===== src/rtl/bcd_countdown.sv =====
// Four-digit BCD MM:SS countdown timer with IDLE/RUN/PAUSE/DONE control.
// Optional alarm output is built only when BCD_COUNTDOWN_ALARM_EN is defined.
module bcd_countdown #(
    parameter int unsigned ALARM_TICKS = 5
) (
    input  logic       CLK,
    input  logic       RST,
    input  logic       EN,
    input  logic       CLR,
    input  logic       LD,
    input  logic [7:0] SET_M,
    input  logic [7:0] SET_S,
    input  logic       START,
    input  logic       STP,
    output logic [3:0] MH,
    output logic [3:0] ML,
    output logic [3:0] SH,
    output logic [3:0] SL,
    output logic       BO,
    output logic       DONE,
    output logic       RUNNING,
    output logic       ALM
);

    typedef enum logic [1:0] {IDLE, RUN, PAUSE, FIN} state_t;

    // Digit index 3..0 = MH, ML, SH, SL.
    logic [3:0][3:0] digits_reg;
    logic [3:0][3:0] preset_reg;
    logic [3:0][3:0] set_digits;
    logic [3:0][3:0] clamp_digits;
    logic [3:0][3:0] dec_digits;
    logic [3:0]      borrow;
    state_t          state_reg;
    logic            bo_reg;
    logic            count_zero;
    logic            dec_zero;
    logic            tick_run;

    assign set_digits = {SET_M, SET_S};
    assign borrow[0]  = 1'b1;

    // Clamp each preset digit and build the ripple-borrow decrement.
    for (genvar gi = 0; gi < 4; gi++) begin : g_digit
        localparam logic [3:0] DIG_MAX = (gi == 1) ? 4'd5 : 4'd9;
        assign clamp_digits[gi] = (set_digits[gi] > DIG_MAX) ? DIG_MAX : set_digits[gi];
        assign dec_digits[gi]   = !borrow[gi] ? digits_reg[gi] :
                                  (digits_reg[gi] == 4'd0) ? DIG_MAX : digits_reg[gi] - 4'd1;
        if (gi < 3) begin : g_borrow
            assign borrow[gi+1] = borrow[gi] && (digits_reg[gi] == 4'd0);
        end
    end

    assign count_zero = (digits_reg == 16'h0000);
    assign dec_zero   = (digits_reg == 16'h0001);
    assign tick_run   = EN && !START && !STP && (state_reg == RUN);

    always_ff @(posedge CLK) begin
        bo_reg <= 1'b0;
        if (RST) begin
            digits_reg <= '0;
            preset_reg <= '0;
            state_reg  <= IDLE;
        end else if (CLR) begin
            digits_reg <= '0;
            state_reg  <= IDLE;
        end else if (LD) begin
            preset_reg <= clamp_digits;
            digits_reg <= clamp_digits;
            state_reg  <= IDLE;
        end else if (START) begin
            case (state_reg)
                IDLE:    if (!count_zero) state_reg <= RUN;
                PAUSE:   state_reg <= RUN;
                FIN: begin
                    digits_reg <= preset_reg;
                    state_reg  <= (preset_reg != 16'h0000) ? RUN : IDLE;
                end
                default: ;
            endcase
        end else if (STP) begin
            if (state_reg == RUN)        state_reg <= PAUSE;
            else if (state_reg == PAUSE) state_reg <= RUN;
        end else if (tick_run) begin
            digits_reg <= dec_digits;
            if (dec_zero) begin
                state_reg <= FIN;
                bo_reg    <= 1'b1;
            end
        end
    end

`ifdef BCD_COUNTDOWN_ALARM_EN
    localparam logic [7:0] ALARM_LAST = 8'(ALARM_TICKS - 1);
    logic [7:0] alarm_cnt_reg;
    logic       alm_reg;

    // LD or START always leaves DONE (or was never in it), so both drop the alarm.
    always_ff @(posedge CLK) begin
        if (RST || CLR) begin
            alm_reg       <= 1'b0;
            alarm_cnt_reg <= '0;
        end else if (LD || START) begin
            alm_reg       <= 1'b0;
            alarm_cnt_reg <= '0;
        end else if (tick_run && dec_zero) begin
            alm_reg       <= 1'b1;
            alarm_cnt_reg <= '0;
        end else if (EN && !STP && state_reg == FIN && alm_reg) begin
            if (alarm_cnt_reg == ALARM_LAST) begin
                alm_reg       <= 1'b0;
                alarm_cnt_reg <= '0;
            end else begin
                alarm_cnt_reg <= alarm_cnt_reg + 8'd1;
            end
        end
    end

    assign ALM = alm_reg;
`else
    logic unused_alarm_cfg;
    assign unused_alarm_cfg = ^ALARM_TICKS;
    assign ALM = 1'b0;
`endif

    assign {MH, ML, SH, SL} = digits_reg;
    assign BO      = bo_reg;
    assign DONE    = (state_reg == FIN);
    assign RUNNING = (state_reg == RUN);

endmodule


===== config.mk =====
export PLATFORM = sky130hd
export DESIGN_NAME = bcd_countdown
export DESIGN_NICKNAME = d
export VERILOG_FILES = /design/src/rtl/bcd_countdown.sv
export SDC_FILE = /design/constraint.sdc
export NUM_CORES = 1
export LEC_CHECK = 0
export CORE_UTILIZATION = 55
export CTS_CLUSTER_DIAMETER = 150
export DETAILED_ROUTE_END_ITERATION = 10
export HOLD_SLACK_MARGIN = 0.05
export PLACE_DENSITY = 0.88
export SKIP_CTS_REPAIR_TIMING = 1
export SYNTH_ARGS = -nofsm -noshare
export SYNTH_HDL_FRONTEND = slang
export SYNTH_SLANG_ARGS = --single-unit

===== constraint.sdc =====
create_clock -name CLK -period 3.15 [get_ports CLK]
set_input_delay 0.63 -clock CLK [delete_from_list [all_inputs] [get_ports CLK]]
set_output_delay 0.63 -clock CLK [all_outputs]
set_load 0.02 [all_outputs]

# After elaboration in Yosys (flattened, before gate mapping)
# Index checks and enable logic that the tools add are counted.
[op_classes] n_addsub=4 magnitude_cmp=4 n_eq_ne=9 muxes=26 bitwise=2 n_reduce_logical=29
[op_table] op="2-to-1 mux 16 bit" count=5
[op_table] op="2-to-1 mux 4 bit" count=11
[op_table] op="nonzero test 3 bit" count=6
[op_table] op="== test 16 x 1 -> 1 bit (second input constant)" count=1
[op_table] op="logical NOT 16 bit" count=1
[op_table] op="logical NOT 4 bit" count=4
[op_table] op="nonzero test 16 bit" count=1
[op_table] op="subtractor 4 x 1 -> 4 bit (second input constant)" count=4
[op_table] op="2-to-1 mux 2 bit" count=7
[op_table] op="greater-than comparator 4 bit (second input constant)" count=3
[op_table] op="AND reduction 4 bit" count=3
[op_table] op="!= test 3 bit (second input constant)" count=2
[op_table] op="case mux 2 bit (3 select lines)" count=1
[op_table] op="OR reduction 6 bit" count=1
[op_table] op="logical AND 1 bit" count=5
[op_table] op="AND reduction 5 bit" count=1
[op_table] op="== test 2 bit (second input constant)" count=2
[op_table] op="greater-than comparator 4 x 3 -> 1 bit (second input constant)" count=1
[op_table] op="!= test 4 x 1 -> 1 bit (second input constant)" count=1
[op_table] op="!= test 4 x 2 -> 1 bit (second input constant)" count=1
[op_table] op="!= test 3 x 2 -> 1 bit (second input constant)" count=1
[op_table] op="AND reduction 3 bit" count=1
[op_table] op="OR reduction 3 bit" count=1
[op_table] op="== test 2 x 1 -> 1 bit (second input constant)" count=1
[op_table] op="other kinds (6)" count=9
[totals] regBits=35 out_inout_bits=20 elab_cells=84

# Depth between registers and ports, before layout
[depth] word_depth=8 ltp_mapped=7 depth_no_buf=7

# Worst setup path before layout
# No wires, ideal clock.
[synth_path] kind="reg2reg" from="reg state_reg[1]" to="reg digits_reg (netlist bit SL[0])" arrival_time_ps=1744 required_time_ps=3047 slack_ps=1303 stages_incl_launch_ff=7 period_less_slack_ps=1847 cell_sequence="dfxtp_1 -> inv_1 -> ha_1 -> nor4bb_4 -> a211oi_4 -> nor3_1 -> a2111oi_2"
[synth_via] elab_chain_cells=4 elab_cells_between_ends=6
[synth_lines] item="from (decl)" line_no="34" rtl="state_t state_reg;"
[synth_lines] item="from (signal assigned)" line_no="77" rtl="state_reg <= (preset_reg != 16'h0000) ? RUN : IDLE;"
[synth_lines] item="== test 2 x 1 -> 1 bit"
[synth_lines] item="named net RUNNING" line_no="21" rtl="output logic RUNNING,"
[synth_lines] item="logical AND 1 bit" line_no="56" rtl="assign tick_run = EN && !START && !STP && (state_reg == RUN);"
[synth_lines] item="nonzero test 3 bit (no line)"
[synth_lines] item="AND reduction 3 bit (no line)"
[synth_lines] item="to (signal assigned)" line_no="69" rtl="digits_reg <= clamp_digits;"
[synth_lines] item="to (signal assigned)" line_no="76" rtl="digits_reg <= preset_reg;"
[synth_lines] item="to (signal assigned)" line_no="85" rtl="digits_reg <= dec_digits;"
[synth_lines] item="to (decl)" line_no="28" rtl="logic [3:0][3:0] digits_reg;"
# The timed path passes the listed nets, and every way through them passes these cells.
# A chain may end at the register's enable or synchronous reset.

# Final worst setup path
[layout_path] from="reg state_reg[0]" to="out DONE"
[layout_via] elab_chain_cells=1
[layout_lines] item="== test 2 bit" line_no="128" rtl="assign DONE = (state_reg == FIN);"
[layout_lines] item="to (decl)" line_no="20" rtl="output logic DONE,"
# No other way between the ends.

==> results by group <==
Synth
  – Post-synth EDFFs: 0
  – Top cells by area, synth: dfxtp_1 34%, nor2_1 5.4%, a211oi_1 5.1%
  – Syn_nets: 285
  – Synth top area share: 0.338
  – Synth Cell Area: 0.00207 sq mm
  – Yosys top cell by area: dfxtp_1
  – Post-Synth Simple-Gate Area: 0.270
  – Seq/Total Area, Yosys: 0.338
  – Ys async rst share: 0
  – Count leader, synth: dfxtp_1
  – Post-synth top cells: 35 x dfxtp_1, 30 x nor2_1, 28 x nand2_1, 21 x a21oi_1
  – Synthesized-area fraction occupied by adder cells: 0.0242
  – Register bit total from synthesis: 35
  – Largest family of logic cells by synthesized area: compound AO/OA/AOI/OAI gates
  – Syn_area_per_cell: 8.03 sq um
  – Primary FF master, synth: dfxtp_1
  – Unique cell type count in the Yosys netlist: 48
  – Synth warn: 0
  – Synth Area in Compound Gates: 0.270
  – XOR/XNOR Fraction of Synth Area: 0.00846
  – Post-synthesis mux area share: 0.0338
  – Post-Synthesis Cells: 258

Power
  – Internal cell power: 0.722 mW
  – Leakage: 0.911 nW
  – Switching Fraction: 0.302
  – Gate power share: 0.223
  – NetSw: 0.312 mW
  – Clock share of power: 0.308
  – Seq pwr share: 0.469
  – VDD IR max: 0.403 mV
  – Pwr Density: 396 mW/mm^2

Timing
  – Skew final: 0.00567 ns
  – RSZ-0062 raised after global routing: false
  – Rel. slew slack: 0.573
  – Setup TNS: 0 ns
  – Final hold slack: 0.483 ns
  – Minimum clock period after layout: 2.37 ns
  – Final worst-path cycle share: 0.752
  – Slew @ Worst Pin: 0.639 ns
  – Fmax achieved: 422 MHz
  – Final Hold Fails: 0
  – Final Max Tran Viols: 0
  – Setup violations, final: 0

Critical path
  – Slowest CP cell: clkdlybuf4s50_1
  – Crit path capture type: output pin
  – Crit path max fanout: 5
  – Worst EP arrival: 1.74 ns
  – CP max stage delay: 0.68 ns
  – Worst Setup Start Kind: flop
  – WS Path Type: flop to output pin
  – Worst path cell trace: ha_1 -> clkdlybuf4s50_1
  – Required time of the critical path: 2.52 ns
  – R2R cell count: 6

CTS
  – Worst skew pair latency: 0.29 ns
  – CTS tree: built
  – CTS H-Tree Depth: 2
  – CTS Buf Count: 5
  – CTS Buffer Depth: 2
  – Clock slew at reported path FFs: 0.07 ns
  – CTS Root Buffer Type: clkbuf_8
  – # clock sinks: 35

Placed design
  – Placer Congestion: 0.872
  – Placed inst area: 0.00252 sq mm
  – Port Buffers: 41
  – Placed Instances: 338
  – Hpwl dp: 3780 um

Layout
  – Fin cells: 346
  – # diodes: 0
  – Largest register FFs: 16
  – Final Util: 0.752
  – Syn-to-layout area delta: 25.9%
  – Nets@finish: 326
  – Share of layout cells above drive strength 1: 0.0933
  – Design area: 0.00261 sq mm

Routing
  – Initial drt markers: 198
  – WL/cell: 14.9 um
  – DR vias: 2,067
  – TritonRoute pass-1 iters: 5
  – Drt drc: 0
  – Vias/cell: 5.97
  – Final ANT Viol Nets: 0
  – Final wirelength: 5160 um

Die
  – I/O pin cnt: 43
  – Die Footprint: 0.00401 sq mm
  – Initial Utilization: 0.597
  – Die Wd: 63.4 um
  – Core box area: 0.00347 sq mm
  – Chip Height: 63.4 um
  – Row cnt: 21

GRT
  – Grt ovf: 0
  – First-pass GRT wire length: 8620 um
  – Global-route usage over all layers: 0.277
  – Largest net degree at the start of global routing: 36
  – Initial antenna violation count: 0
  – Vias in the first global route: 1,842

Hold path
  – Hold depth: 2
  – Type of the most critical hold path: flop to flop

Flow run
  – Max cap viols: 0

Run status
  – Status: finished, final reports clean
[path summary, 6_finish.rpt]
kind / from / endpoint / slack (ns)
worst max-delay path: state_reg[0] / DONE / 0.78
worst min-delay path: preset_reg[3] / preset_reg[3] / 0.48
worst max register to register: state_reg[1] / SL[0] / 1.18
worst min register to register: preset_reg[3] / preset_reg[3] / 0.48
[power groups by stage]
stage,logic (mW),clock network [mW],registers [mW]
3_3_place_gp,0.222,0,0.493
3_5_place_dp,0.228,0,0.494
2_1_floorplan,0.138,0,0.499
5_1_grt,0.251,0.347,0.487
6_report,0.231,0.318,0.484
4_1_cts,0.229,0.319,0.484
[through the flow]
stage,setup WS [ns],power (mW)
finish,0.780,1.03
global route,0.745,1.09
CTS,0.783,1.03
detailed placement,0.672,0.722
global placement,0.700,0.715
floorplan,1.30,0.637
[critical path, delay by kind of cell, from the launching register on]
family	cells	cell delay (ns)
adder cells (fa/ha/maj)	1	0.38
buffers and inverters	1	0.68
flip-flops	1	0.39
[cell families (layout without fill, tap and decap cells)]
logic type / Yosys count / after routing
multiplexers: 7 / 7
AND/OR/NAND/NOR: 107 / 107
other: 1 / 1
buffers and inverters: 25 / 67
flip-flops: 35 / 35
XOR/XNOR: 2 / 2
adder cells (fa/ha/maj): 4 / 4
AO/OA/AOI/OAI: 77 / 77
[metal layers]
metal  part of all wire  track usage
met1               0.43        0.371
met2               0.46        0.431
met3              0.090       0.0725
met4              0.015       0.0852
met5                  0            0
[final cells by class]
cell class	instances	area [sq um]
clock buffers	6	72.6
clock inverters	2	12.5
inverters	11	41.3
well taps	46	57.6
repair buffers	48	463
multi-input cells	198	1260
flip-flops and latches	35	701
fillers	279	861
[layout by cell type, fill, tap and decap left out, types with 3 or more instances in the layout]
cell type	Yosys	final
o21ai_0	14	14
nand2_1	28	28
a31oi_1	5	5
mux2i_1	7	7
a211oi_1	14	14
a21oi_1	21	21
nor2b_1	4	4
or2_2	3	3
nand3_1	7	7
dfxtp_1	35	35
inv_1	11	11
nor3_1	8	8
nor3b_1	4	4
nand2b_1	6	6
clkdlybuf4s50_1	0	41
buf_4	1	7
ha_1	4	4
nor2_1	30	30
o21a_1	4	4
nand3b_1	5	5
clkbuf_8	0	5
a221oi_1	4	4
a21oi_4	3	3
No activity file was read; power rests on OpenSTA's default activity.
